File: src/rtl/button_events.sv
// -----------------------------------------------------------------------------
// button_events
//
// Purpose:
//   Conditions the five raw push buttons of the clock (up, down, left, right,
//   middle) into clean events. Each bit is synchronised, debounced, and then
//   tracked by a small hold FSM. The FSM produces a long-press pulse and
//   auto-repeat pulses, so a held up/down button keeps stepping a value.
//
// Ports:
//   clk            in   1  system clock, rising edge
//   rst_n          in   1  asynchronous active-low reset
//   btn_raw        in   5  raw buttons, active-high, asynchronous
//                          (bit0 up, bit1 down, bit2 left, bit3 right, bit4 middle)
//   btn_level      out  5  debounced button levels
//   press_pulse    out  5  one-cycle pulse on debounced rising edge
//   release_pulse  out  5  one-cycle pulse on debounced falling edge
//   long_pulse     out  5  one-cycle pulse when a press reaches HOLD_CYCLES
//   step_pulse     out  5  press_pulse OR auto-repeat (repeat only where
//                          REPEAT_MASK is set)
// -----------------------------------------------------------------------------
module button_events #(
    parameter int unsigned DEBOUNCE_CYCLES = 1_000_000,
    parameter int unsigned HOLD_CYCLES     = 50_000_000,
    parameter int unsigned REPEAT_CYCLES   = 10_000_000,
    parameter logic [4:0]  REPEAT_MASK     = 5'b00011
) (
    input  logic       clk,
    input  logic       rst_n,
    input  logic [4:0] btn_raw,
    output logic [4:0] btn_level,
    output logic [4:0] press_pulse,
    output logic [4:0] release_pulse,
    output logic [4:0] long_pulse,
    output logic [4:0] step_pulse
);

    localparam int unsigned NB     = 5;
    localparam int unsigned DB_W   = $clog2(DEBOUNCE_CYCLES);
    localparam int unsigned HR_MAX = (HOLD_CYCLES > REPEAT_CYCLES) ? HOLD_CYCLES : REPEAT_CYCLES;
    localparam int unsigned HR_W   = $clog2(HR_MAX);

    localparam logic [DB_W-1:0] DB_LAST   = DB_W'(DEBOUNCE_CYCLES - 1);
    localparam logic [DB_W-1:0] DB_ONE    = DB_W'(1);
    localparam logic [HR_W-1:0] HOLD_LAST = HR_W'(HOLD_CYCLES - 1);
    localparam logic [HR_W-1:0] REP_LAST  = HR_W'(REPEAT_CYCLES - 1);
    localparam logic [HR_W-1:0] HR_ONE    = HR_W'(1);

    typedef enum logic [1:0] {
        ST_IDLE      = 2'd0,
        ST_PRESSED   = 2'd1,
        ST_REPEATING = 2'd2
    } state_t;

    logic [NB-1:0]   r_sync1;
    logic [NB-1:0]   r_sync2;
    logic [NB-1:0]   r_level;
    logic [NB-1:0]   r_press;
    logic [NB-1:0]   r_release;
    logic [NB-1:0]   r_long;
    logic [NB-1:0]   r_step;
    logic [DB_W-1:0] r_db_cnt   [NB];
    state_t          r_state    [NB];
    logic [HR_W-1:0] r_hold_cnt [NB];

    logic [NB-1:0]   w_differ;
    logic [NB-1:0]   w_db_done;
    logic [NB-1:0]   w_rise;
    logic [NB-1:0]   w_fall;
    logic [NB-1:0]   w_hold_tc;
    logic [NB-1:0]   w_rep_tc;
    logic [NB-1:0]   w_long;
    logic [NB-1:0]   w_repeat;

    // Terminal-count detection for debounce and hold/repeat counters.
    always_comb begin
        w_differ  = r_sync2 ^ r_level;
        w_db_done = '0;
        w_hold_tc = '0;
        w_rep_tc  = '0;
        for (int i = 0; i < NB; i++) begin
            w_db_done[i] = w_differ[i] && (r_db_cnt[i] == DB_LAST);
            w_hold_tc[i] = (r_state[i] == ST_PRESSED)   && (r_hold_cnt[i] == HOLD_LAST);
            w_rep_tc[i]  = (r_state[i] == ST_REPEATING) && (r_hold_cnt[i] == REP_LAST);
        end
    end

    assign w_rise   = w_db_done & r_sync2;
    assign w_fall   = w_db_done & ~r_sync2;
    // A debounced release in the same cycle as a terminal count suppresses
    // the long/repeat pulse: the user has already let go.
    assign w_long   = w_hold_tc & ~w_fall;
    assign w_repeat = (w_hold_tc | w_rep_tc) & ~w_fall;

    // Two-flop synchroniser; nothing else looks at btn_raw.
    always_ff @(posedge clk or negedge rst_n) begin
        if (!rst_n) begin
            r_sync1 <= '0;
            r_sync2 <= '0;
        end else begin
            r_sync1 <= btn_raw;
            r_sync2 <= r_sync1;
        end
    end

    // Debounce: the counter runs only while the synchronised input disagrees
    // with the accepted level, so any glitch back restarts the count.
    always_ff @(posedge clk or negedge rst_n) begin
        if (!rst_n) begin
            r_level   <= '0;
            r_press   <= '0;
            r_release <= '0;
            for (int i = 0; i < NB; i++) begin
                r_db_cnt[i] <= '0;
            end
        end else begin
            r_press   <= w_rise;
            r_release <= w_fall;
            for (int i = 0; i < NB; i++) begin
                if (!w_differ[i] || w_db_done[i]) begin
                    r_db_cnt[i] <= '0;
                end else begin
                    r_db_cnt[i] <= r_db_cnt[i] + DB_ONE;
                end
                if (w_db_done[i]) begin
                    r_level[i] <= r_sync2[i];
                end
            end
        end
    end

    // Hold FSM per bit; one counter serves both the hold delay and the
    // repeat interval since the two phases never overlap.
    always_ff @(posedge clk or negedge rst_n) begin
        if (!rst_n) begin
            r_long <= '0;
            r_step <= '0;
            for (int i = 0; i < NB; i++) begin
                r_state[i]    <= ST_IDLE;
                r_hold_cnt[i] <= '0;
            end
        end else begin
            r_long <= w_long;
            r_step <= w_rise | (w_repeat & REPEAT_MASK);
            for (int i = 0; i < NB; i++) begin
                case (r_state[i])
                    ST_IDLE: begin
                        if (w_rise[i]) begin
                            r_state[i]    <= ST_PRESSED;
                            r_hold_cnt[i] <= '0;
                        end
                    end
                    ST_PRESSED: begin
                        if (w_fall[i]) begin
                            r_state[i]    <= ST_IDLE;
                            r_hold_cnt[i] <= '0;
                        end else if (w_hold_tc[i]) begin
                            r_state[i]    <= ST_REPEATING;
                            r_hold_cnt[i] <= '0;
                        end else begin
                            r_hold_cnt[i] <= r_hold_cnt[i] + HR_ONE;
                        end
                    end
                    ST_REPEATING: begin
                        if (w_fall[i]) begin
                            r_state[i]    <= ST_IDLE;
                            r_hold_cnt[i] <= '0;
                        end else if (w_rep_tc[i]) begin
                            r_hold_cnt[i] <= '0;
                        end else begin
                            r_hold_cnt[i] <= r_hold_cnt[i] + HR_ONE;
                        end
                    end
                    default: begin
                        r_state[i]    <= ST_IDLE;
                        r_hold_cnt[i] <= '0;
                    end
                endcase
            end
        end
    end

    assign btn_level     = r_level;
    assign press_pulse   = r_press;
    assign release_pulse = r_release;
    assign long_pulse    = r_long;
    assign step_pulse    = r_step;

endmodule

File: config.mk
export PLATFORM = sky130hd
export DESIGN_NAME = button_events
export DESIGN_NICKNAME = d
export VERILOG_FILES = /design/src/rtl/button_events.sv
export SDC_FILE = /design/constraint.sdc
export NUM_CORES = 1
export LEC_CHECK = 0
export CAP_MARGIN = 20
export CELL_PAD_IN_SITES_DETAIL_PLACEMENT = 1
export CELL_PAD_IN_SITES_GLOBAL_PLACEMENT = 2
export CORE_ASPECT_RATIO = 0.75
export CORE_MARGIN = 5
export CORE_UTILIZATION = 41
export DETAILED_ROUTE_END_ITERATION = 6
export DONT_BUFFER_PORTS = 1
export GPL_TIMING_DRIVEN = 0
export PLACE_DENSITY_LB_ADDON = 0.1
export SYNTH_ARGS = -nofsm -noshare
export SYNTH_HDL_FRONTEND = slang
export SYNTH_SLANG_ARGS = --single-unit
File: constraint.sdc
create_clock -name clk -period 2.85 [get_ports clk]
set_input_delay 0.4275 -clock clk [delete_from_list [all_inputs] [get_ports clk]]
set_output_delay 0.4275 -clock clk [all_outputs]
set_load 0.01 [all_outputs]
==> impl_metrics.env, run 1 <==
export IMPL_run_status="finished, violations left"
export IMPL_failing_checks="negative hold slack"
export IMPL_detail_route_wirelength_mm=37.95
export IMPL_critical_path_class="flop to flop"
export IMPL_cp_data_arrival_time_ns=3.12
export IMPL_antenna_found_initial=0
export IMPL_insertion_delay_ns=0.57
export IMPL_multi_input_area_um2=7267
export IMPL_via_count_of_the_first_global_routing_pass=12450
export IMPL_startpoint_type_of_the_worst_setup_path="flop"
export IMPL_final_period_utilization=0.9463
export IMPL_layoutNonFillerInstCount=2086
export IMPL_synthDistinctLibCells=69
export IMPL_worst_max_slew_pin_slew_ns=1.076
export IMPL_final_design_area_no_fill_um2=16260
export IMPL_root_buffer_master="clkbuf_16"
export IMPL_worst_slack_ns=0.1531
export IMPL_drtIter0Drc=755
export IMPL_data_required_time_at_the_worst_endpoint_ns=3.27
export IMPL_endpoint_kind="flop"
export IMPL_post_dp_cell_area_um2=14990
export IMPL_finalWeightedCongestion=0.8137
export IMPL_dp_worst_setup_slack_ns=-0.1383
export IMPL_total_number_of_yosys_warnings=0
export IMPL_switching_power_w=0.001711
export IMPL_synth_async_sr_flop_share=1.000
export IMPL_ir_drop_uv=583.5
export IMPL_fp_rows=59
export IMPL_synth_enable_flop_cells=0
export IMPL_layout_nets=1638
export IMPL_slowest_stage="o31a_1"
export IMPL_critical_path_peak_fanout=10
export IMPL_die_h_um=172.4
export IMPL_design_die_area_um2=39050
export IMPL_drc=0
export IMPL_critical_path_cell_chain="ha_1, and4_2, nand4_1, o31a_1, a211o_1, clkbuf_2, o311ai_0"
export IMPL_final_setup_tns_ns=0
export IMPL_cts_num_sinks=272
export IMPL_report_final_hold_viol_count=272
export IMPL_top_usage_layer="met2"
export IMPL_final_max_tran_viols=0
export IMPL_cpLargestDelayFamily="compound AO/OA/AOI/OAI gates"
export IMPL_leakagePower_nw=6.749
export IMPL_synth_cells=1560
export IMPL_share_seq_of_total_power=0.482
export IMPL_area_growth_pct=12.77
export IMPL_drt_wirelength_per_cell_um=18.19
export IMPL_dpl_hpwl_mm=25.48
export IMPL_p_per_area_nw_per_um2=498.5
export IMPL_hold_bufs_at_cts=5
export IMPL_cts_clk_slew_worst_paths_ns=0.06
export IMPL_ys_ff_latch=272
export IMPL_timing_slew_headroom=0.2826
export IMPL_placed_cells_incl_taps=2018
export IMPL_layout_core_utilization=0.4686
export IMPL_grt_met1_usage=0.2982
export IMPL_nFillCells=3992
export IMPL_initial_utilization=0.4155
export IMPL_synth_top_flop_cell="dfrtp_1"
export IMPL_vias=12080
export IMPL_grt_pass1_wl_mm=64.69
export IMPL_seq_area_frac_synth=0.4721
export IMPL_critical_path_max_stage_delay_ns=0.42
export IMPL_final_global_route_overflow_total=0
export IMPL_drt_antenna_violating_nets=0
export IMPL_power_clock_fraction=0.508
export IMPL_cts_tree="built"
export IMPL_synthesis_nets=1592
export IMPL_cp_num_buf_inv=1
export IMPL_seq_area_um2=6807
export IMPL_syn_avg_cell_area_um2=9.242
export IMPL_drive_gt1_frac=0.08471
export IMPL_synthesis_area_um2=14420
export IMPL_die_width_um=226.5
export IMPL_clock_skew_final_ns=0.01412
export IMPL_finalSetupViolCount=0
export IMPL_unrepaired_setup_endpoints_after_global_routing="true"
export IMPL_per_cell_via_count_in_the_routed_design=5.791
export IMPL_maxClockFrequency_ghz=0.3708
export IMPL_design_core_area_um2=34700
export IMPL_power_internal_w=0.006393
export IMPL_min_path_type="input port to async pin"
export IMPL_grt_util_met3=0.03089
export IMPL_gr_usage_all_layers=0.1973
export IMPL_hold_worst_slack_ns=-0.4397
export IMPL_port_buffer_count=0
export IMPL_max_cap_violations=0
export IMPL_cts_made_buffers=30
export IMPL_diodes=0
export IMPL_power_share_switching=0.2112
export IMPL_drt_pass1_iter_count=5
export IMPL_cts_htree_levels=1
export IMPL_groute_layer_met2_usage=0.3056
export IMPL_pwr_share_comb=0.009
export IMPL_io_pins=32
export IMPL_cts_root_to_sink_buffers=3
export IMPL_largest_net_degree_at_the_start_of_global_routing=273
export IMPL_cp_startpoint="r_db_cnt[80]"
export IMPL_regToRegStartpoint="r_db_cnt[80]"
export IMPL_period_minus_slack_ns=2.697
synthesized netlist by cell type, types with 4 or more instances:
| cell type | number | share of area |
|---|---|---|
| xor2_1 | 58 | 0.035 |
| xnor2_1 | 28 | 0.017 |
| o311ai_0 | 26 | 0.016 |
| nor2_1 | 171 | 0.045 |
| o22ai_1 | 7 | 0.0030 |
| nand2b_1 | 19 | 0.0082 |
| inv_1 | 42 | 0.011 |
| and4_1 | 29 | 0.018 |
| nand3_1 | 125 | 0.043 |
| nor4bb_1 | 6 | 0.0042 |
| nand4_1 | 58 | 0.025 |
| nand2_1 | 170 | 0.044 |
| mux2_2 | 6 | 0.0047 |
| a21o_1 | 23 | 0.012 |
| nor4_1 | 24 | 0.010 |
| dfrtp_1 | 272 | 0.47 |
| clkbuf_1 | 46 | 0.012 |
| o211ai_1 | 7 | 0.0036 |
| and3_1 | 48 | 0.021 |
| o21ai_1 | 6 | 0.0021 |
| a22o_1 | 31 | 0.019 |
| o311ai_1 | 10 | 0.0061 |
| a21oi_1 | 36 | 0.012 |
| o31a_1 | 8 | 0.0049 |
| o2bb2ai_1 | 4 | 0.0024 |
| and2_1 | 24 | 0.010 |
| nor4b_1 | 9 | 0.0055 |
| nor2b_1 | 13 | 0.0056 |
| o21ai_0 | 66 | 0.023 |
| nor3_1 | 40 | 0.014 |
| or2_2 | 12 | 0.0052 |
| ha_1 | 25 | 0.022 |
| nand4b_1 | 4 | 0.0024 |
| or3_1 | 20 | 0.0087 |
| a31oi_1 | 9 | 0.0039 |
| o31ai_1 | 16 | 0.0083 |
| buf_2 | 6 | 0.0021 |
| or4_1 | 9 | 0.0047 |
final cells by class:
class | count | area share
flip-flops and latches | 272 | 0.4186
well taps | 457 | 0.03517
repair buffers | 17 | 0.008311
clock buffers | 42 | 0.05579
plain buffers | 55 | 0.01654
inverters | 42 | 0.009696
multi-input cells | 1188 | 0.4469
clock inverters | 13 | 0.008927
sequential cells by signal, summed over array words and instances (netlist names), 4 cells and up:
| register | cells |
|---|---|
| btn_level | 5 |
| long_pulse | 5 |
| release_pulse | 5 |
| r_db_cnt | 100 |
| r_state | 10 |
| step_pulse | 4 |
| r_sync2 | 5 |
| r_sync1 | 5 |
| r_hold_cnt | 130 |
cell families (layout without fill, tap and decap cells):
kind of cell / Yosys count / in the layout / share of synthesized area
buffers and inverters: 100 / 169 / 0.02890
xor gates and xnor gates: 86 / 86 / 0.05224
and+or+nand+nor: 793 / 793 / 0.2840
DFF: 272 / 272 / 0.4721
adders and majority gates: 25 / 25 / 0.02170
AOI/OAI and AO/OA: 275 / 275 / 0.1343
muxes: 9 / 9 / 0.006769
placed cells by master (no fill, tap or decap), types with 27 or more instances in the layout:
cell,n
dfrtp_1,272
nand3_1,125
clkbuf_1,30
inv_1,42
nand4_1,58
a22o_1,31
nor3_1,40
and3_1,48
clkbuf_16,31
o21ai_0,65
a21oi_1,34
and4_1,27
nor2_1,171
xor2_1,58
xnor2_1,28
nand2_1,170
metrics by stage:
| stage | hold slack (ns) | power, W |
|---|---|---|
| final | -0.4397 | 0.008105 |
| after global routing | -0.4776 | 0.008439 |
| after CTS | -0.4724 | 0.008249 |
| after detailed placement | 0.1395 | 0.004051 |
| after global placement | 0.1410 | 0.004048 |
| after floorplan | 0.1319 | 0.004028 |
metal layers:
layer | share of wire | up-vias
li1 | - | 5783
met1 | 0.52 | 6108
met3 | 0.036 | 39
met4 | 0.015 | 0
met5 | 0 | -
met2 | 0.43 | 149
power by group through the flow:
stage / combinational, W / clock, W / sequential (W)
5_1_grt: 0.0000893 / 0.00444 / 0.00391
3_3_place_gp: 0.0000695 / 0 / 0.00398
4_1_cts: 0.0000787 / 0.00426 / 0.00391
2_1_floorplan: 0.0000544 / 0 / 0.00397
6_report: 0.0000766 / 0.00412 / 0.00391
3_5_place_dp: 0.0000716 / 0 / 0.00398
worst paths after layout:
| kind | endpoint | cells past startpoint | slack, ns |
|---|---|---|---|
| min in group clk | r_sync2[2] | 0 | 0.35 |
| worst min register to register | r_sync2[2] | 0 | 0.35 |
| max in group asynchronous | r_hold_cnt[113] | 0 | 2.40 |
| worst max register to register | r_hold_cnt[117] | 7 | 0.15 |
| worst min-delay path | r_hold_cnt[8] | 0 | -0.44 |
| worst max-delay path | r_hold_cnt[117] | 7 | 0.15 |
worst reg2reg max path: cells and delay by family, from the launching register on:
| family | cells | cell delay [ns] |
|---|---|---|
| fa+ha+maj | 1 | 0.24 |
| compound gates | 3 | 1.16 |
| buf+inv | 1 | 0.24 |
| flops | 1 | 0.39 |
| simple gates | 2 | 0.52 |
repair_timing:
item | in CTS | in global routing
resized for setup | 8 | 39
setup endpoints to repair | 47 | 137
endpoints found under the hold margin | 277 | 272
pin swaps | 1 | 3
buffers inserted | 1 | 9
Note: power is estimated with default switching activity, not from simulation.
==> inputs of run 2 (changes only) <==
ABC_CLOCK_PERIOD_IN_PS = 2850   (was unset)
MAX_ROUTING_LAYER = met4   (was unset)
==> impl_metrics.env, run 2 (synthesis results as in run 1) <==
export IMPL_vias=12110
export IMPL_finalWeightedCongestion=0.8258
export IMPL_cts_made_buffers=30
export IMPL_cts_clk_slew_worst_paths_ns=0.06
export IMPL_min_path_type="input port to async pin"
export IMPL_report_final_hold_viol_count=272
export IMPL_power_internal_w=0.006393
export IMPL_endpoint_kind="flop"
export IMPL_diodes=0
export IMPL_cts_tree="built"
export IMPL_antenna_found_initial=0
export IMPL_cts_num_sinks=272
export IMPL_drt_pass1_iter_count=5
export IMPL_hold_worst_slack_ns=-0.4398
export IMPL_worst_max_slew_pin_slew_ns=1.039
export IMPL_cts_htree_levels=1
export IMPL_design_die_area_um2=39050
export IMPL_period_minus_slack_ns=2.692
export IMPL_design_core_area_um2=34700
export IMPL_insertion_delay_ns=0.57
export IMPL_clock_skew_final_ns=0.01239
export IMPL_ir_drop_uv=584.6
export IMPL_timing_slew_headroom=0.3009
export IMPL_drt_wirelength_per_cell_um=18.23
export IMPL_max_cap_violations=0
export IMPL_detail_route_wirelength_mm=38.02
export IMPL_layout_nets=1638
export IMPL_initial_utilization=0.4155
export IMPL_cp_num_buf_inv=1
export IMPL_reg2reg_setup_slack_ns=0.16
export IMPL_per_cell_via_count_in_the_routed_design=5.806
export IMPL_final_period_utilization=0.9446
export IMPL_run_status="finished, violations left"
export IMPL_critical_path_peak_fanout=10
export IMPL_critical_path_max_stage_delay_ns=0.62
export IMPL_switching_power_w=0.001712
export IMPL_fp_rows=59
export IMPL_leakagePower_nw=6.749
export IMPL_worst_slack_ns=0.1579
export IMPL_maxClockFrequency_ghz=0.3715
export IMPL_dpl_hpwl_mm=25.48
export IMPL_cts_root_to_sink_buffers=3
export IMPL_critical_path_cell_chain="ha_1, nand3_1, or4_4, o31ai_4, a211oi_2, buf_6, a21o_1, a22o_1"
export IMPL_critical_path_class="flop to flop"
export IMPL_cpLargestDelayFamily="compound AO/OA/AOI/OAI gates"
export IMPL_largest_net_degree_at_the_start_of_global_routing=273
export IMPL_startpoint_type_of_the_worst_setup_path="flop"
export IMPL_finalSetupViolCount=0
export IMPL_die_width_um=226.5
export IMPL_slowest_stage="or4_4"
export IMPL_mostFrequentLayoutCells="272 x dfrtp_1, 171 x nor2_1, 170 x nand2_1"
export IMPL_die_h_um=172.4
export IMPL_mostFrequentLayoutCell="dfrtp_1"
export IMPL_area_growth_pct=12.77
export IMPL_dp_worst_setup_slack_ns=-0.1383
export IMPL_drive_gt1_frac=0.08471
export IMPL_data_required_time_at_the_worst_endpoint_ns=3.30
export IMPL_via_count_of_the_first_global_routing_pass=12450
export IMPL_final_global_route_overflow_total=0
export IMPL_power_clock_fraction=0.508
export IMPL_io_pins=32
export IMPL_largest_reg_flops=130
export IMPL_hold_bufs_at_cts=5
export IMPL_grt_pass1_wl_mm=64.68
export IMPL_unrepaired_setup_endpoints_after_global_routing="true"
export IMPL_failing_checks="negative hold slack"
export IMPL_top_register="r_hold_cnt"
export IMPL_port_buffer_count=0
export IMPL_power_share_switching=0.2112
export IMPL_drtIter0Drc=750
export IMPL_p_per_area_nw_per_um2=498.5
export IMPL_pwr_share_comb=0.009
export IMPL_biggestRegsByFlops="r_hold_cnt: 130 flops, r_db_cnt: 100 flops, r_state: 10 flops"
export IMPL_final_max_tran_viols=0
export IMPL_drc=0
export IMPL_gr_usage_all_layers=0.2033
export IMPL_share_seq_of_total_power=0.482
export IMPL_drt_antenna_violating_nets=0
export IMPL_cp_data_arrival_time_ns=3.14
export IMPL_p_total_w=0.008105
export IMPL_root_buffer_master="clkbuf_16"
[run 2: final cells by class]
class,count,area (um^2)
sequential,272,6807
tap,457,571.8
fill,3992,18440
buffer,55,269.0
timing repair buffer,17,135.1
inverter,42,157.7
clock inverter,13,145.1
multi-input combinational,1188,7267
clock buffer,42,907.1
[run 2: layer usage]
metal	share of wire	wire length, um	up-vias	track usage
li1	-	-	5785	-
met1	0.52	19720	6134	0.2995
met2	0.43	16470	147	0.3055
met3	0.033	1245	46	0.02919
met4	0.015	585	0	0.03346
met5	0	0	-	-
[run 2: power by group through the flow]
stage / sequential [W] / clock (W) / combinational (W)
after floorplan: 0.00397 / 0 / 0.0000544
after global placement: 0.00398 / 0 / 0.0000695
after detailed placement: 0.00398 / 0 / 0.0000716
after CTS: 0.00391 / 0.00426 / 0.0000787
after global routing: 0.00391 / 0.00444 / 0.0000893
final: 0.00391 / 0.00412 / 0.0000767
[run 2: path summary, 6_finish.rpt]
path,cells past startpoint,to,from
hold / removal,0,r_hold_cnt[4],rst_n
setup / recovery,8,r_hold_cnt[10],r_hold_cnt[0]
setup reg to reg,8,r_hold_cnt[10],r_hold_cnt[0]
hold reg to reg,0,r_sync2[3],r_sync1[3]
min in group clk,0,r_sync2[3],r_sync1[3]
max in group asynchronous,0,r_hold_cnt[113],rst_n
[run 2: what timing repair did]
item                                    CTS  global route
resized for setup                         8            39
hold endpoints to repair                277           272
pin swaps                                 1             3
setup buffers                             1             9
endpoints found under the setup margin   47           137
[run 2: metrics by stage]
stage	instance area, um^2	hold WS, ns	utilization	TNS [ns]	cells
2_1_floorplan	14420	0.1319	-	0	1560
3_3_place_gp	14990	0.1410	0.4320	-0.6560	2017
3_5_place_dp	14990	0.1395	0.4322	-1.420	2018
4_1_cts	16130	-0.4724	0.4649	0	2079
5_1_grt	16260	-0.4776	0.4686	-0.06801	2086
6_report	16260	-0.4398	0.4686	0	2086
